**config.mk**
```make
export PLATFORM = sky130hd
export DESIGN_NAME = timer_arbiter
export DESIGN_NICKNAME = d
export VERILOG_FILES = /design/src/rtl/timer_arbiter.sv
export SDC_FILE = /design/constraint.sdc
export NUM_CORES = 1
export LEC_CHECK = 0
export BUFFER_PORTS_ARGS = -buffer_cell sky130_fd_sc_hd__buf_2
export CORE_MARGIN = 4
export CORE_UTILIZATION = 49
export CTS_BUF_LIST = sky130_fd_sc_hd__clkbuf_8
export DETAILED_ROUTE_END_ITERATION = 10
export GPL_ROUTABILITY_DRIVEN = 0
export HOLD_SLACK_MARGIN = 0.05
export PLACE_DENSITY = 0.82
export SYNTH_ARGS = -nofsm -noshare
export SYNTH_HDL_FRONTEND = slang
export SYNTH_SLANG_ARGS = --single-unit
```
**constraint.sdc**
```tcl
create_clock -name clock_i -period 2.9 [get_ports clock_i]
set_input_delay 0.29 -clock clock_i [delete_from_list [all_inputs] [get_ports clock_i]]
set_output_delay 0.29 -clock clock_i [all_outputs]
set_load 0.02 [all_outputs]
```
**src/rtl/timer_arbiter.sv**
```systemverilog
// rtl/timer_arbiter.sv - one countdown timer shared round-robin between NUM_REQ requesters
module timer_arbiter #(
    parameter int NUM_REQ      = 4,
    parameter int MAX_DURATION = 2000,
    localparam int DW          = $clog2(MAX_DURATION + 1),
    localparam int IW          = $clog2(NUM_REQ)
) (
    input  logic                  clock_i,
    input  logic                  reset_i,
    input  logic [NUM_REQ-1:0]    req_i,
    input  logic [NUM_REQ*DW-1:0] duration_i,
    output logic [NUM_REQ-1:0]    grant_o,
    output logic [NUM_REQ-1:0]    done_o,
    output logic                  busy_o,
    output logic [DW-1:0]         count_o,
    output logic [IW-1:0]         active_id_o
);

    localparam int CW = IW + 1;

    localparam logic [1:0] S_IDLE = 2'd0;
    localparam logic [1:0] S_RUN  = 2'd1;
    localparam logic [1:0] S_DONE = 2'd2;

    localparam logic [NUM_REQ-1:0] ONE_HOT0 = {{(NUM_REQ-1){1'b0}}, 1'b1};
    localparam logic [DW-1:0]      MAX_D    = DW'(MAX_DURATION);

    logic [1:0]         state_q;
    logic [NUM_REQ-1:0] grant_q;
    logic [NUM_REQ-1:0] done_q;
    logic [DW-1:0]      count_q;
    logic [IW-1:0]      active_id_q;
    logic [IW-1:0]      last_winner_q;

    logic [IW-1:0]      winner;
    logic               found;
    logic [CW-1:0]      cand;
    logic [DW-1:0]      dur_raw;
    logic [DW-1:0]      dur_clamped;

    // Search starts just after the last winner so a held request cannot starve others.
    always_comb begin
        winner = last_winner_q;
        found  = 1'b0;
        cand   = '0;
        for (int i = 1; i <= NUM_REQ; i++) begin
            cand = {1'b0, last_winner_q} + CW'(i);
            if (cand >= CW'(NUM_REQ)) begin
                cand = cand - CW'(NUM_REQ);
            end
            if (!found && req_i[cand[IW-1:0]]) begin
                winner = cand[IW-1:0];
                found  = 1'b1;
            end
        end
    end

    always_comb begin
        dur_raw     = duration_i[winner*DW +: DW];
        dur_clamped = (dur_raw > MAX_D) ? MAX_D : dur_raw;
    end

    always_ff @(posedge clock_i or negedge reset_i) begin
        if (!reset_i) begin
            state_q       <= S_IDLE;
            grant_q       <= '0;
            done_q        <= '0;
            count_q       <= '0;
            active_id_q   <= '0;
            last_winner_q <= IW'(NUM_REQ - 1);
        end else begin
            case (state_q)
                S_IDLE: begin
                    if (found) begin
                        state_q       <= S_RUN;
                        grant_q       <= ONE_HOT0 << winner;
                        active_id_q   <= winner;
                        last_winner_q <= winner;
                        count_q       <= dur_clamped;
                    end
                end
                S_RUN: begin
                    if (!req_i[active_id_q]) begin
                        state_q <= S_IDLE;
                        grant_q <= '0;
                        count_q <= '0;
                    end else if (count_q == '0) begin
                        state_q <= S_DONE;
                        grant_q <= '0;
                        done_q  <= ONE_HOT0 << active_id_q;
                    end else begin
                        count_q <= count_q - DW'(1);
                    end
                end
                S_DONE: begin
                    state_q <= S_IDLE;
                    done_q  <= '0;
                end
                default: begin
                    state_q <= S_IDLE;
                    grant_q <= '0;
                    done_q  <= '0;
                    count_q <= '0;
                end
            endcase
        end
    end

    assign grant_o     = grant_q;
    assign done_o      = done_q;
    assign busy_o      = (state_q != S_IDLE);
    assign count_o     = count_q;
    assign active_id_o = active_id_q;

endmodule
```
==> qor.txt <==
Fmax = 0.380 GHz
Vias = 1824
Starting density of the core = 0.508
Yosys warns = 0
Mapped cell area = 1700 um^2
Worst reg2reg path startpoint = last_winner_q[1]
Reg clk slew, reported paths = 0.09 ns
Sequential Power Share = 0.283
R2r endpoint = count_o[1]
Unique masters post-synth = 42
CTS H-Tree Depth = 1
Worst Path Required = 3.09 ns
Die ar. = 4470 um^2
Largest cells by area after synthesis = dfrtp_1 34%, nand2_1 12%, a21oi_1 4.4%
CP max FO = 12
Final #Nets = 333
Max cap viols = 0
Slew headroom = 0.591
Setup Skew = 0.00219 ns
Period minus WS final = 2.63 ns
VDD IR max = 0.493 mV
Hold WS = 0.433 ns
Worst slack, placed = 0.307 ns
Die height = 66.8 um
CP endpoint kind = flip-flop
Yosys reg bits = 25
Sink Count = 25
WL final = 4570 um
Endpoints failing setup = 0
Arrival @ worst endpoint = 2.83 ns
Net Sw Frac = 0.488
Mean routed wirelength per cell = 14.0 um
TritonCTS Buffers = 3
Ys async rst share = 1.00
Global-route wire length before repair = 7610 um
Clock Path Buffers = 2
Share of post-route cells with drive strength above 1 = 0.335
Design Power = 2.33 mW
Iter 0 DRT Violations = 113
EDFF count, synth = 0
Initial antenna violation count = 0
Power density over the cells = 1080 nW/um^2
Psw = 1.14 mW
Site row count = 21
Area Growth Syn to Fin = 27.3%
Setup TNS = 0 ns
Post-layout util = 0.647
Crit. Startpoint = last_winner_q[1]
Status = complete, no violations
Register area share after synthesis = 0.370
GRT overflow = 0
Leading area contributor after synthesis = dfrtp_1
Synth top area share = 0.339
DIE WIDTH = 66.8 um
R2R depth = 8
RSZ-0062 raised after global routing = no
Total global-route track usage = 0.222
Logic pwr share = 0.628
Final Max Tran Viols = 0
Synthesized instance count = 209
Largest net degree at the start of global routing = 26
Leakage Power = 1.08 nW
Reg2reg setup slack = 0.27 ns
Ys flop type = dfrtp_1
Root Driver = clkbuf_8
Min-delay worst type = in2reg
Post-CTS resize count = 0
Least-Margin Pin Slew = 0.611 ns
Initial DRT Pass Iterations = 4
Pint = 1.19 mW
Synthesized Nets = 260
Final worst setup slack = 0.266 ns
DR DRC count = 0
Synth Area per Inst = 8.12 um^2
Final Hold Fails = 0
Post-DP HPWL = 3680 um
I/O pin cnt = 72
N_diodes = 0
Tcrit/Tclk final = 0.908
Critical path type = reg2reg
Clk Latency, worst-skew pair = 0.27 ns
Clock Power Share = 0.089
Crit path to = count_o[1]
Total core area = 3340 um^2
DR vias/cell = 5.58
Critical Path Start Type = flip-flop
Filler Cell Count = 312
Post-route ant nets = 0
CTS tree = done
Vias in the first global route = 1673
I/O Buffers = 71
[critical path, cell delays in order (launching register included)]
cell and delay (ns):
dfstp_2 0.58, nand2b_1 0.11, a21oi_1 0.08, or3_1 0.55, mux4_2 0.52, o221a_1 0.14, and4_4 0.20, a21o_4 0.22
o221ai_2 0.14
[layer usage]
metal | GRT usage | wire length, um
met1 | 0.289 | 1830
met2 | 0.365 | 2280
met3 | 0.0405 | 382
met4 | 0.0838 | 89
met5 | 0 | 0
[worst min path at each step]
stage	start	end	slack, ns	cells after the start
2_1_floorplan	reset_i	active_id_o[0]	-0.006	0
3_3_place_gp	reset_i	count_o[10]	0.31	1
3_5_place_dp	reset_i	count_o[9]	0.31	1
4_1_cts	duration_i[11]	count_o[0]	0.43	5
5_1_grt	duration_i[35]	count_o[2]	0.48	5
6_report	duration_i[11]	count_o[0]	0.43	5
[cells in the mapped netlist (all sizes together), types with 2 or more instances]
master and n:
clkbuf 6, nand2b 7, nor2 11, a22oi 7, inv 7, nor3 7, xor2 2, or4 2
o21a 4, a21o 2, and2 2, nand3 5, mux4 4, or2 3, o22ai 2, o21ai 22
nand2 54, dfstp 2, dfrtp 23, a21oi 15, or3 2, nor4 4, o221ai 3, a32o 2
[power groups by stage]
| stage | Combinational (mW) | Clock (mW) | Sequential [mW] |
|---|---|---|---|
| after floorplan | 0.940 | 0 | 0.785 |
| after global routing | 1.62 | 0.229 | 0.690 |
| final | 1.46 | 0.208 | 0.660 |
| after detailed placement | 1.46 | 0 | 0.665 |
| after CTS | 1.47 | 0.213 | 0.658 |
| after global placement | 1.43 | 0 | 0.659 |
[placed cells by master, fill, tap and decap left out, types with 3 or more instances in the layout]
cell / instances
a21oi_1: 15
a22oi_1: 7
buf_2: 71
buf_4: 3
clkbuf_8: 3
dfrtp_1: 23
inv_1: 7
mux4_2: 3
nand2_1: 54
nand2b_1: 7
nand3_1: 5
nor2_1: 11
nor3_1: 6
nor4_1: 4
o21a_1: 4
o21ai_0: 15
o21ai_1: 6
[stage by stage]
| step | instances | instance area [um^2] |
|---|---|---|
| 4_1_cts | 327 | 2160 |
| 6_report | 327 | 2160 |
| 2_1_floorplan | 209 | 1700 |
| 3_3_place_gp | 322 | 2100 |
| 5_1_grt | 327 | 2160 |
| 3_5_place_dp | 322 | 2100 |
[logic make-up after synthesis]
| logic type | after synthesis | share of synthesized area |
|---|---|---|
| DFF | 25 | 0.370 |
| adders and majority gates | 1 | 0.00737 |
| and+or+nand+nor | 99 | 0.265 |
| AOI/OAI and AO/OA | 62 | 0.244 |
| buffers and inverters | 14 | 0.0354 |
| xor gates and xnor gates | 3 | 0.0155 |
| muxes | 5 | 0.0619 |
[registers in the layout (all words and copies together), names as in the netlist]
name and flops:
grant_o 4, count_o 11, done_o 4, last_winner_q 2, state_q 2, active_id_o 2
[cell type report]
cell class              instances  area, um^2  area share
clock buffers                   3        41.3      0.0191
flip-flops and latches         25         628       0.291
well taps                      46        57.6      0.0267
clock inverters                 1        5.00     0.00232
inverters                       7        26.3      0.0122
repair buffers                 75         388       0.180
multi-input cells             170        1010       0.469
[repair_timing]
item / CTS / global route
buffers inserted: 0 / 0
endpoints found under the setup margin: 0 / 0
hold endpoints to repair: 23 / 0
hold buffers: 1 / 0
(Power assumes the default switching activity.)
